### config.mk
export PLATFORM = sky130hd
export DESIGN_NAME = hazard_ctrl
export DESIGN_NICKNAME = d
export VERILOG_FILES = /design/src/rtl/pipe_pkg.sv /design/src/rtl/fwd_unit.sv /design/src/rtl/hazard_ctrl.sv
export SDC_FILE = /design/constraint.sdc
export NUM_CORES = 1
export LEC_CHECK = 0
export ABC_CLOCK_PERIOD_IN_PS = 2200
export CORE_ASPECT_RATIO = 1.1
export CORE_MARGIN = 1.5
export CORE_UTILIZATION = 30
export DETAILED_ROUTE_END_ITERATION = 8
export GPL_ROUTABILITY_DRIVEN = 0
export PLACE_DENSITY_LB_ADDON = 0.2
export SLEW_MARGIN = 20
export SYNTH_ARGS = -nofsm -noshare
export SYNTH_HDL_FRONTEND = slang
export SYNTH_SLANG_ARGS = --single-unit
### constraint.sdc
create_clock -name clk_i -period 2.2 [get_ports clk_i]
set_input_delay 0.44 -clock clk_i [delete_from_list [all_inputs] [get_ports clk_i]]
set_output_delay 0.44 -clock clk_i [all_outputs]
set_load 0.02 [all_outputs]
### src/rtl/pipe_pkg.sv
// rtl/pipe_pkg.sv - shared types and constants for the pipeline hazard controller
package pipe_pkg;

  typedef enum logic [1:0] {
    HZ_IDLE  = 2'd0,
    HZ_RUN   = 2'd1,
    HZ_DRAIN = 2'd2
  } hz_state_t;

  typedef enum logic [1:0] {
    FWD_REG = 2'b00,
    FWD_W   = 2'b01,
    FWD_M   = 2'b10
  } fwd_sel_t;

  localparam int unsigned DRAIN_CYCLES_DEF = 3;

  // Saturating increment for the optional performance counters.
  function automatic logic [31:0] sat_inc(input logic [31:0] v);
    return (v == 32'hFFFF_FFFF) ? v : v + 32'd1;
  endfunction

endpackage

### src/rtl/fwd_unit.sv
// rtl/fwd_unit.sv - E-stage operand forwarding selector for one source register
module fwd_unit
  import pipe_pkg::*;
#(
  parameter int unsigned REG_ADDR_WIDTH = 5
) (
  input  logic [REG_ADDR_WIDTH-1:0] rs_i,
  input  logic [REG_ADDR_WIDTH-1:0] rd_m_i,
  input  logic [REG_ADDR_WIDTH-1:0] rd_w_i,
  input  logic                      reg_write_m_i,
  input  logic                      reg_write_w_i,
  output fwd_sel_t                  sel_o
);

  logic hit_m;
  logic hit_w;

  // x0 is hardwired to zero, so a write to it is never a forwarding source.
  assign hit_m = reg_write_m_i && (rd_m_i != '0) && (rs_i == rd_m_i);
  assign hit_w = reg_write_w_i && (rd_w_i != '0) && (rs_i == rd_w_i);

  always_comb begin
    sel_o = FWD_REG;
    if (hit_m) begin
      sel_o = FWD_M;
    end else if (hit_w) begin
      sel_o = FWD_W;
    end
  end

endmodule

### src/rtl/hazard_ctrl.sv
// rtl/hazard_ctrl.sv - run/halt sequencer, stall/flush and forwarding control for the 5-stage core
// Optional performance counters enabled by defining HAZARD_PERF_EN.
module hazard_ctrl
  import pipe_pkg::*;
#(
  parameter int unsigned REG_ADDR_WIDTH = 5,
  parameter int unsigned DRAIN_CYCLES   = DRAIN_CYCLES_DEF
) (
  input  logic                      clk_i,
  input  logic                      rst_ni,
  input  logic                      trigger_i,
  input  logic                      halt_i,
  input  logic [REG_ADDR_WIDTH-1:0] Rs1D_i,
  input  logic [REG_ADDR_WIDTH-1:0] Rs2D_i,
  input  logic [REG_ADDR_WIDTH-1:0] Rs1E_i,
  input  logic [REG_ADDR_WIDTH-1:0] Rs2E_i,
  input  logic [REG_ADDR_WIDTH-1:0] RdE_i,
  input  logic [REG_ADDR_WIDTH-1:0] RdM_i,
  input  logic [REG_ADDR_WIDTH-1:0] RdW_i,
  input  logic                      RegWriteM_i,
  input  logic                      RegWriteW_i,
  input  logic                      ResultSrcE0_i,
  input  logic                      PCSrcE_i,
  output logic                      StallF_o,
  output logic                      StallD_o,
  output logic                      FlushD_o,
  output logic                      FlushE_o,
  output logic [1:0]                ForwardAE_o,
  output logic [1:0]                ForwardBE_o,
  output logic                      run_o
`ifdef HAZARD_PERF_EN
  ,
  output logic [31:0]               stall_cnt_o,
  output logic [31:0]               flush_cnt_o
`endif
);

  localparam int unsigned CNT_W = (DRAIN_CYCLES > 1) ? $clog2(DRAIN_CYCLES) : 1;

  hz_state_t        state_q, state_d;
  logic [CNT_W-1:0] drain_cnt_q, drain_cnt_d;
  logic             lw_stall;
  fwd_sel_t         fwd_a, fwd_b;

  fwd_unit #(.REG_ADDR_WIDTH(REG_ADDR_WIDTH)) u_fwd_a (
    .rs_i          (Rs1E_i),
    .rd_m_i        (RdM_i),
    .rd_w_i        (RdW_i),
    .reg_write_m_i (RegWriteM_i),
    .reg_write_w_i (RegWriteW_i),
    .sel_o         (fwd_a)
  );

  fwd_unit #(.REG_ADDR_WIDTH(REG_ADDR_WIDTH)) u_fwd_b (
    .rs_i          (Rs2E_i),
    .rd_m_i        (RdM_i),
    .rd_w_i        (RdW_i),
    .reg_write_m_i (RegWriteM_i),
    .reg_write_w_i (RegWriteW_i),
    .sel_o         (fwd_b)
  );

  assign lw_stall = ResultSrcE0_i && (RdE_i != '0) &&
                    ((Rs1D_i == RdE_i) || (Rs2D_i == RdE_i));

  always_ff @(posedge clk_i) begin
    if (!rst_ni) begin
      state_q     <= HZ_IDLE;
      drain_cnt_q <= '0;
    end else begin
      state_q     <= state_d;
      drain_cnt_q <= drain_cnt_d;
    end
  end

  always_comb begin
    state_d     = state_q;
    drain_cnt_d = drain_cnt_q;
    StallF_o    = 1'b1;
    StallD_o    = 1'b1;
    FlushD_o    = 1'b0;
    FlushE_o    = 1'b1;
    ForwardAE_o = FWD_REG;
    ForwardBE_o = FWD_REG;
    run_o       = 1'b0;
    unique case (state_q)
      HZ_IDLE: begin
        if (trigger_i) begin
          state_d = HZ_RUN;
        end
      end
      HZ_RUN: begin
        StallF_o    = lw_stall;
        StallD_o    = lw_stall;
        FlushD_o    = PCSrcE_i;
        FlushE_o    = lw_stall | PCSrcE_i;
        ForwardAE_o = fwd_a;
        ForwardBE_o = fwd_b;
        run_o       = 1'b1;
        if (halt_i) begin
          state_d     = HZ_DRAIN;
          drain_cnt_d = CNT_W'(DRAIN_CYCLES - 1);
        end
      end
      HZ_DRAIN: begin
        // Fetch frozen, D keeps flowing as bubbles so only bubbles reach E.
        StallD_o    = 1'b0;
        FlushD_o    = 1'b1;
        ForwardAE_o = fwd_a;
        ForwardBE_o = fwd_b;
        if (drain_cnt_q == '0) begin
          state_d = HZ_IDLE;
        end else begin
          drain_cnt_d = drain_cnt_q - 1'b1;
        end
      end
      default: begin
        state_d = HZ_IDLE;
      end
    endcase
  end

`ifdef HAZARD_PERF_EN
  logic [31:0] stall_cnt_q, stall_cnt_d;
  logic [31:0] flush_cnt_q, flush_cnt_d;

  always_ff @(posedge clk_i) begin
    if (!rst_ni) begin
      stall_cnt_q <= '0;
      flush_cnt_q <= '0;
    end else begin
      stall_cnt_q <= stall_cnt_d;
      flush_cnt_q <= flush_cnt_d;
    end
  end

  always_comb begin
    stall_cnt_d = stall_cnt_q;
    flush_cnt_d = flush_cnt_q;
    if (state_q == HZ_IDLE && trigger_i) begin
      stall_cnt_d = '0;
      flush_cnt_d = '0;
    end else if (state_q == HZ_RUN) begin
      if (lw_stall) stall_cnt_d = sat_inc(stall_cnt_q);
      if (PCSrcE_i) flush_cnt_d = sat_inc(flush_cnt_q);
    end
  end

  assign stall_cnt_o = stall_cnt_q;
  assign flush_cnt_o = flush_cnt_q;
`endif

endmodule

* Word-level counts from Yosys, hierarchy flattened
Index checks and enable logic that the tools add are counted.
** Word-level totals
- Bits of input ports :: 43
- Output and inout bits :: 9
- Word-level logic and storage cells :: 51
- Register bits after elaboration :: 4
** Cells by class
- Bitwise operators :: 1
- Equality and inequality tests :: 12
- Reduce and logical (&&, ||, !) cells :: 18
- Multiplexer cells :: 17
- $add $sub $neg :: 1
** Operators with widths (number)
- == test 5 bit :: 6
- two-way mux 2 bit :: 8
- nonzero test 5 bit :: 3
- logical AND 1 bit :: 8
- inequality test 2 bit, second input constant :: 4
- case mux 2 bit (3 select lines) :: 1
- AND reduction 3 bit :: 2
- two-way mux 1 bit :: 5
- logical NOT 2 bit :: 2
- case mux 1 bit (2 select lines) :: 2
- case mux 2 bit (2 select lines) :: 1
- == test 2 x 1 -> 1 bit, second input constant :: 1
- == test 2 bit, second input constant :: 1
- nonzero test 2 bit :: 1
- OR reduction 2 bit :: 1
- subtractor 2 x 1 -> 2 bit, second input constant :: 1
- logical OR 1 bit :: 1
- bitwise OR 1 bit :: 1

* Logic depth before layout (Yosys ltp)
- Depth in word-level cells :: 6
- Gate-level depth with buffers :: 7
- Mapped depth without buffers :: 6

* Modules after synthesis
From an unflattened synthesis, not the netlist that was laid out.
** Second synthesis, totals
- Cell total of the unflattened synthesis :: 105
- Area, all modules :: 829.5 µm²
** By module, submodules not included
- hazard_ctrl :: sequential area each 80.1 µm², cells an instance 63, area an instance 511.7 µm², instances 1
- fwd_unit :: sequential area each 0.0 µm², cells an instance 21, area an instance 158.9 µm², instances 2

* Least setup slack after synthesis
Ideal clock, no wire load.
- Path type :: flip-flop to output port
- From :: reg state_q[0]
- To :: out ForwardAE_o[0]
- Data arrival time :: 1.725 ns
- Setup slack :: 0.035 ns
- Buffers on the path :: 0
- Cell stages (with the launch flop) :: 6
- Data required time :: 1.760 ns
- Cell sequence :: dfxtp_1 > inv_1 > ha_1 > o211ai_1 > or4_1 > nor4_2
** On the way
- Longest elaborated chain between the ends :: 3
- Elaborated cells on any way between the ends :: 4
- Classes of those cells :: eq/ne (2); mux (1); reduce/logical (1)
** Ends and longest elaborated chain
- from (decl) :: RTL line hazard_ctrl.sv:40 : hz_state_t state_q, state_d;
- from (signal assigned) :: RTL line hazard_ctrl.sv:71 : state_q <= state_d;
- == test 2 bit / == test 2 x 1 -> 1 bit (equally long branches) :: RTL line hazard_ctrl.sv:86 : unique case (state_q)
- OR reduction 2 bit (no source line) (*)
- two-way mux 2 bit (*) :: RTL line hazard_ctrl.sv:86
- to (decl) :: RTL line hazard_ctrl.sv:28 : output logic [1:0] ForwardAE_o,
Mark *: on every way between the ends. The rest lies on a longest branch, timed or not.

* Worst setup path in the final report
- From :: in RdM_i[2]
- To :: out ForwardAE_o[0]
** On the way
- Longest elaborated chain between the ends :: 5
- Elaborated cells on any way between the ends :: 6
- Classes of those cells :: eq/ne (1); mux (2); reduce/logical (3)
** Ends and longest elaborated chain
- from (decl) :: RTL line hazard_ctrl.sv:18 : input logic [REG_ADDR_WIDTH-1:0] RdM_i,
- nonzero test 5 bit :: RTL line fwd_unit.sv:19 : assign hit_m = reg_write_m_i && (rd_m_i != '0) && (rs_i == rd_m_i);
- logical AND 1 bit :: RTL line fwd_unit.sv:19
- logical AND 1 bit (*) :: RTL line fwd_unit.sv:19
- two-way mux 2 bit (*) :: RTL line fwd_unit.sv:24 : if (hit_m) begin
- two-way mux 2 bit (*) :: RTL line hazard_ctrl.sv:86
Marks and branches as above.

==> impl_metrics.toml <==
[cts]
cts_root_buffer = "clkbuf_4"
worstSkewPairLatency_ns = 0.24
cts_tree = "yes"
cts.path.max_buffers = 2
clock-sinks = 4
cts_max_level = 1
clk_pin_slew_ns = 0.04
cts_buffers = 3

[place]
place_area_um2 = 1470
dp_hpwl_mm = 2.16
dp_slack_ns = -0.859
port_buffers = 51
placed_cells = 199

[grt]
overflow = 0
grt_pass1_vias = 1058
antenna_found_initial = 0
grt_pass1_wl_mm = 4.26
grt_max_degree = 9
grtUsageTotal = 0.209

[floorplanning]
ios = 52
die_width_um = 50.4
start_util = 0.322
rows = 18
fp.coreArea_um2 = 2300
die_area_um2 = 2780
die_height_um = 55.1

[setup_path]
start_kind = "primary input"
setup.worst_path.end_class = "output port"
required_ns = 1.76
critical_path_arrival_ns = 1.85
crit_path_top_delay_cell = "or4_4"
cpPeakStageDelay_ns = 0.54
crit_type = "in -> out"
path_cells = "buf_6 -> or4_4 -> o21ai_4 -> nor4_4 -> nor4_2 -> buf_2"
cp_max_fo = 2

[sta]
hold_viol = 0
rsz0062_at_grt = "yes"
final.period_utilization = 1.04
worstMarginPinSlew_ns = 0.332
slew-limit-headroom = 0.778
finalClockSkew_ns = 0.00113
timing.hold.ws_ns = 0.500
final_max_slew_viol_count = 0
clock.fmax_mhz = 437
tns_ns = -0.165
finalSetupViolCount = 3
setup_ws_ns = -0.0894
fin_crit_ns = 2.29

[yosys]
synth_top_family_by_area = "XOR/XNOR gates"
synth_seq_cells = 4
synthAdderAreaFrac = 0.0845
syn_area_um2 = 741
muxShareOfSynthArea = 0.0270
synth_compound_area_frac = 0.139
synth-xor-area-share = 0.355
yosysSeqAreaShare = 0.108
yosysWarningCount = 0
synth_nets = 142
yosys.area_share.simple = 0.247
yosysUniqueCellTypes = 26
synth.avg_cell_area_um2 = 7.88
syn-instance-count = 94

[finish]
diodes = 0
stdcell_count = 205
nets = 225
area_delta_synth_final_pct = 117
post-route-util = 0.699
fin_area_um2 = 1610
drive_gt1_frac = 0.411

[route]
first_pass_iters = 3
drcViolationCount = 0
vias = 1015
routedWlPerCell_um = 13.5
ant_nets = 0
drtIter0Drc = 5
totalWireLength_mm = 2.77
drt-vias-per-instance = 4.95

[power]
pwr_density_cell_nw_per_um2 = 538
finalPower_mw = 0.864
ir_worst_vdd_mv = 0.505
p_leak_nw = 0.760

[worst_hold_path]
min_path_type = "reg -> reg"

[run_status]
status = "complete, but fails checks"
failed_checks = "setup timing"

[job]
drv_cap = 0
worst max-delay path, delay by kind of cell:
family                 cells  cell delay [ns]
buffers and inverters      2             0.30
and+or+nand+nor            3             0.89
AOI/OAI and AO/OA          1             0.21
report_power, final:
group | total (mW) | switching [mW] | internal, mW | leakage, nW
combinational | 0.660 | 0.324 | 0.336 | 0.712
clock | 0.0911 | 0.0301 | 0.0610 | 0.0138
sequential | 0.112 | 0.0146 | 0.0978 | 0.0335
total | 0.864 | 0.368 | 0.495 | 0.760
registers in the layout (all words and copies together), names as in the netlist:
register     flops
state_q          2
drain_cnt_q      2
kinds of logic (layout without fill, tap and decap cells):
family,count (synthesis),count (layout)
xor gates and xnor gates,30,30
and+or+nand+nor,30,30
AOI/OAI and AO/OA,15,15
buffers and inverters,8,89
adders and majority gates,5,5
DFF,4,4
muxes,2,2
worst paths after layout:
check,start,slack (ns),end,cells after the start
min,drain_cnt_q[0],0.50,drain_cnt_q[0],2
max reg2reg,state_q[1],0.49,state_q[0],8
max,RdM_i[2],-0.09,ForwardAE_o[0],6
min reg2reg,drain_cnt_q[0],0.50,drain_cnt_q[0],2
placed cells by master (no fill, tap or decap), types with 2 or more instances in the layout:
cell / instances
clkbuf_4: 3
xnor2_1: 3
buf_6: 7
dlygate4sd2_1: 21
buf_4: 26
clkbuf_2: 2
inv_2: 2
xnor2_2: 3
nor2_1: 8
inv_1: 5
dlymetal6s2s_1: 5
buf_2: 6
and2_4: 2
nor4_4: 2
nor4_2: 2
dfxtp_1: 2
mux2i_1: 2
dfxtp_2: 2
nand3_2: 2
or4_1: 4
ha_1: 4
a21oi_1: 2
o211ai_1: 2
clkdlybuf4s50_1: 10
nor2b_1: 4
nor3_2: 2
o21ai_2: 2
xor2_1: 23
o21ai_0: 2
metal layers:
layer | vias to the layer above | routed length (µm) | track usage
li1 | 491 | - | -
met5 | - | 0 | 0
met3 | 14 | 187 | 0.0430
met1 | 456 | 874 | 0.163
met2 | 54 | 1540 | 0.456
met4 | 0 | 162 | 0.153
Yosys cell counts (all sizes together):
library cell   n  area share
a22oi          1       0.010
or2            1      0.0085
a21boi         1       0.010
mux2i          2       0.027
clkbuf         1      0.0051
xor2          24        0.28
ha             5       0.084
nand3          2       0.014
o31ai          1       0.010
nor4           4       0.051
a21oi          2       0.014
o211ai         2       0.020
a221oi         1       0.020
nor2           8       0.041
nor2b          4       0.034
dfxtp          4        0.11
xnor2          6       0.071
and2           2       0.020
inv            7       0.035
or4            5       0.051
o21ai          6       0.046
nand4          1      0.0085
a31oi          1      0.0085
nor3           3       0.020
timing repair:
item | in CTS | in global routing
hold buffers | 0 | 0
endpoints found under the setup margin | 8 | 7
gates resized for setup | 106 | 20
buffers inserted | 2 | 1
pin swaps | 23 | 13
final cells by class:
| class | instances | area, µm² |
|---|---|---|
| multi-input cells | 82 | 754 |
| fillers | 191 | 692 |
| repair buffers | 79 | 682 |
| flip-flops and latches | 4 | 82.6 |
| well taps | 30 | 37.5 |
| inverters | 7 | 26.3 |
| clock buffers | 3 | 22.5 |
Power figures use the tool's default switching activity.
